**config.mk**
```make
export PLATFORM = sky130hd
export DESIGN_NAME = debounce_sync
export DESIGN_NICKNAME = d
export VERILOG_FILES = /design/src/rtl/debounce_sync.sv
export SDC_FILE = /design/constraint.sdc
export NUM_CORES = 1
export LEC_CHECK = 0
export BUFFER_PORTS_ARGS = -buffer_cell sky130_fd_sc_hd__clkbuf_2
export CORE_AREA = 3 3 40 42
export CTS_BUF_LIST = sky130_fd_sc_hd__clkbuf_8
export CTS_CLUSTER_DIAMETER = 30
export DETAILED_ROUTE_END_ITERATION = 6
export DIE_AREA = 0 0 43 45
export PLACE_DENSITY = 0.44
export SYNTH_ARGS = -nofsm -noshare
export SYNTH_HDL_FRONTEND = slang
export SYNTH_SLANG_ARGS = --single-unit
```
**constraint.sdc**
```tcl
create_clock -name clk -period 2.1 [get_ports clk]
set_input_delay 0.105 -clock clk [delete_from_list [all_inputs] [get_ports clk]]
set_output_delay 0.105 -clock clk [all_outputs]
set_load 0.01 [all_outputs]
```
**src/rtl/debounce_sync.sv**
```systemverilog
// Button/switch conditioner: synchronizer, debounce FSM with stability counter, edge pulses.
// Optional press counter enabled by defining DEBOUNCE_PRESS_COUNT_EN.
//
// state   | meaning
// IDLE_LO | committed low, watching for s=1
// WAIT_HI | qualifying a rising candidate
// IDLE_HI | committed high, watching for s=0
// WAIT_LO | qualifying a falling candidate
module debounce_sync #(
   parameter int SYNC_STAGES     = 2,
   parameter int DEBOUNCE_CYCLES = 4
) (
   input  logic       clk,
   input  logic       rst,
   input  logic       btn_in,
   output logic       a,
   output logic       rise,
   output logic       fall,
   output logic       busy
`ifdef DEBOUNCE_PRESS_COUNT_EN
   ,
   output logic [7:0] press_count
`endif
);

   localparam int CW = $clog2(DEBOUNCE_CYCLES) + 1;
   localparam logic [CW-1:0] CNT_LAST = CW'(DEBOUNCE_CYCLES - 1);

   typedef enum logic [1:0] {
      IDLE_LO = 2'd0,
      WAIT_HI = 2'd1,
      IDLE_HI = 2'd2,
      WAIT_LO = 2'd3
   } state_t;

   logic [SYNC_STAGES-1:0] r_sync;
   logic                   w_s;
   state_t                 r_state, w_state_nxt;
   logic [CW-1:0]          r_cnt, w_cnt_nxt;
   logic                   r_a, r_rise, r_fall;
   logic                   w_a_nxt, w_rise_nxt, w_fall_nxt;

   always_ff @(posedge clk) begin
      if (rst) r_sync <= '0;
      else     r_sync <= {r_sync[SYNC_STAGES-2:0], btn_in};
   end

   assign w_s = r_sync[SYNC_STAGES-1];

   always_ff @(posedge clk) begin
      if (rst) begin
         r_state <= IDLE_LO;
         r_cnt   <= '0;
         r_a     <= 1'b0;
         r_rise  <= 1'b0;
         r_fall  <= 1'b0;
      end else begin
         r_state <= w_state_nxt;
         r_cnt   <= w_cnt_nxt;
         r_a     <= w_a_nxt;
         r_rise  <= w_rise_nxt;
         r_fall  <= w_fall_nxt;
      end
   end

   always_comb begin
      w_state_nxt = r_state;
      w_cnt_nxt   = r_cnt;
      w_a_nxt     = r_a;
      w_rise_nxt  = 1'b0;
      w_fall_nxt  = 1'b0;
      unique case (r_state)
         IDLE_LO: begin
            w_cnt_nxt = '0;
            if (w_s) begin
               w_state_nxt = WAIT_HI;
               w_cnt_nxt   = CW'(1);
            end
         end
         WAIT_HI: begin
            if (!w_s) begin
               w_state_nxt = IDLE_LO;
               w_cnt_nxt   = '0;
            end else if (r_cnt == CNT_LAST) begin
               w_state_nxt = IDLE_HI;
               w_cnt_nxt   = '0;
               w_a_nxt     = 1'b1;
               w_rise_nxt  = 1'b1;
            end else begin
               w_cnt_nxt = r_cnt + CW'(1);
            end
         end
         IDLE_HI: begin
            w_cnt_nxt = '0;
            if (!w_s) begin
               w_state_nxt = WAIT_LO;
               w_cnt_nxt   = CW'(1);
            end
         end
         WAIT_LO: begin
            if (w_s) begin
               w_state_nxt = IDLE_HI;
               w_cnt_nxt   = '0;
            end else if (r_cnt == CNT_LAST) begin
               w_state_nxt = IDLE_LO;
               w_cnt_nxt   = '0;
               w_a_nxt     = 1'b0;
               w_fall_nxt  = 1'b1;
            end else begin
               w_cnt_nxt = r_cnt + CW'(1);
            end
         end
         default: begin
            w_state_nxt = IDLE_LO;
            w_cnt_nxt   = '0;
            w_a_nxt     = 1'b0;
         end
      endcase
   end

   assign a    = r_a;
   assign rise = r_rise;
   assign fall = r_fall;
   assign busy = (r_state == WAIT_HI) || (r_state == WAIT_LO);

`ifdef DEBOUNCE_PRESS_COUNT_EN
   logic [7:0] r_press;

   // counts the registered rise pulse, so it lands one cycle after the rise
   always_ff @(posedge clk) begin
      if (rst)       r_press <= '0;
      else if (r_rise) r_press <= r_press + 8'd1;
   end

   assign press_count = r_press;
`endif

endmodule

```
==> metrics.md <==
| Metric | Value |
|---|---|
| DR WL/cell | 10.4 um |
| #FFs+latches synth | 10 |
| GPL Wtd Cong | 0.642 |
| Vias in the first global route | 236 |
| Sw Share | 18.7% |
| Clock Power Share | 52.8% |
| Row count | 13 |
| Synth-to-layout area growth | 28.2% |
| Layout cells sized above 1 | 30.0% |
| Leak pwr | 0.000188 uW |
| Synth cell types | 16 |
| Crit path launch | r_cnt[0] |
| First-pass DRT Iterations | 3 |
| Mapped Cells | 31 |
| CP delay by family, top | simple AND/OR/NAND/NOR gates |
| Startpoint Class | flop |
| Worst path buffer plus inverter count | 0 |
| FF-to-FF setup slack | 0.84 ns |
| Yosys top cell by area | dfxtp_1 |
| # diodes | 0 |
| DRC Markers | 0 |
| Initial Utilization | 27.7% |
| Total power | 452 uW |
| Overall routed net length | 572 um |
| Worst Path Required | 2.22 ns |
| Slew Limit Fails | 0 |
| Fin crit period | 1.26 ns |
| Status | finished clean |
| Crit. End Element | flop |
| Die W | 43 um |
| First-pass GRT wire length | 917 um |
| VDD IR max | 0.328 mV |
| Avg Cell Area, Syn | 11.5 um2 |
| Initial antenna violation count | 0 |
| Total grt overflow | 0 |
| Sw Pwr | 84.4 uW |
| CTS sink count | 10 |
| Via density per instance | 4.64 |
| Type of the worst setup path | flop to flop |
| Final worst-path cycle share | 60.0% |
| Core area | 1280 um2 |
| # nets final | 45 |
| # H-tree levels | 1 |
| Min-Delay Startpoint | btn_in |
| Maxcap violations | 0 |
| Hold Worst Slack | 0.0739 ns |
| Fmax | 0.794 GHz |
| Final hold violation count | 0 |
| Clk buf depth | 2 |
| Die area | 1940 um2 |
| Pwr per Cell Area | 992 nW/um2 |
| Part of the power in combinational logic | 3.1% |
| Violation count after the first detailed-route iteration | 3 |
| Slowest cell on crit path | dfxtp_1 |
| Crit-path max cell delay | 0.37 ns |
| Register area share after synthesis | 56.3% |
| Post-CTS Hold Fix Bufs | 0 |
| Clock Latency Late Sink | 0.24 ns |
| RSZ-0062 raised after global routing | no |
| Cts bufs inserted | 3 |
| Synth Warn # | 0 |
| Setup TNS | 0 ns |
| Setup violations, final | 0 |
| Post-synth top area share | 56.3% |
| Clock root buffer | clkbuf_8 |
| Port Buffers | 6 |
| Hold Crit Class | input port to flop |
| Die Ht | 45 um |
| Via count | 255 |
| ANT nets after route | 0 |
| I/O pins | 7 |
| Mapped Nets | 35 |
| Synthesized cell area | 355 um2 |
| Clock skew | 0.00125 ns |
| Reg power frac | 44.1% |
| Largest net degree at the start of global routing | 9 |
| Slew @ Worst Pin | 0.231 ns |
| Post-CTS sizing | 0 |
| CP Cell Sequence | ha_1 > nand3b_1 > and3b_2 > a21boi_4 |
| Clock-pin slew on the worst setup and hold paths | 0.05 ns |
| GR Util All Layers | 7.54% |
| Setup bufs post-CTS | 0 |
| Critical path arrival | 1.38 ns |
| CTS tree | done |
| CP Max Fanout | 5 |
| Pint | 367 uW |
| Headroom to the max-slew limit | 84.4% |
| R2R Path Start | r_cnt[0] |
| Dominant cells by area after synthesis | dfxtp_1 56%, a21boi_4 5.3%, nor4b_1 4.9% |
layer usage:
layer,GRT usage (%),share of wire (%),vias to the layer above,routed length (um)
met1,5.88,38,116,215
li1,-,-,127,-
met2,11.1,48,9,277
met5,0,0,-,0
met3,4.38,8.4,3,48
met4,10.8,5.1,0,29
power groups by stage:
stage | logic [uW] | registers (uW) | clock network, uW
2_1_floorplan | 7.16 | 203 | 0
3_3_place_gp | 13.8 | 202 | 0
3_5_place_dp | 14.2 | 203 | 0
4_1_cts | 14.6 | 199 | 243
5_1_grt | 15.6 | 199 | 255
6_report | 14.1 | 199 | 239
state kept, by name, indices dropped and copies added (netlist names), named ones only:
name and flops:
r_sync 2, rise 1, a 1, r_cnt 3, r_state 1, fall 1
layout make-up:
type	instances	area, um2
repair buffers	6	30.0
flip-flops and latches	10	200
fillers	137	830
clock buffers	4	55.1
well taps	15	18.8
inverters	1	3.75
multi-input cells	19	148
layout by cell type (no fill, tap or decap):
master	count
o21bai_1	1
and3b_2	1
o21ai_0	2
and4b_1	1
nand3b_1	2
nor3b_1	1
nor4b_1	2
clkbuf_2	6
xor2_1	1
clkbuf_8	4
ha_1	1
nor2_1	2
inv_1	1
a21oi_1	2
nor2b_1	2
dfxtp_1	10
a21boi_4	1
worst paths after layout:
kind	end	cells after the start
hold reg to reg	r_sync[1]	1
setup reg to reg	r_cnt[0]	4
hold / removal	r_sync[0]	2
setup / recovery	r_cnt[0]	4
kinds of logic (layout without fill, tap and decap cells):
| family | count (synthesis) | count (layout) | synth area share [%] |
|---|---|---|---|
| xor+xnor | 1 | 1 | 2.47 |
| flops | 10 | 10 | 56.3 |
| fa+ha+maj | 1 | 1 | 3.52 |
| compound gates | 6 | 6 | 13.0 |
| simple gates | 11 | 11 | 22.5 |
| buf+inv | 2 | 11 | 2.11 |
synthesized netlist by cell type (all sizes together):
master,n
nor4b,2
ha,1
nor2b,2
and4b,1
nor3b,1
o21bai,1
dfxtp,10
a21oi,2
o21ai,2
nor2,2
a21boi,1
inv,1
xor2,1
and3b,1
clkbuf,1
nand3b,2
stage by stage:
stage / utilization, % / setup slack, ns / instance area, um2 / std cells
3_5_place_dp: 31.2 / 0.838 / 400 / 51
6_report: 35.4 / 0.840 / 455 / 55
3_3_place_gp: 31.2 / 0.867 / 400 / 51
5_1_grt: 35.4 / 0.767 / 455 / 55
4_1_cts: 35.4 / 0.833 / 455 / 55
2_1_floorplan: - / 0.940 / 355 / 31
No activity file was read; power rests on OpenSTA's default activity.
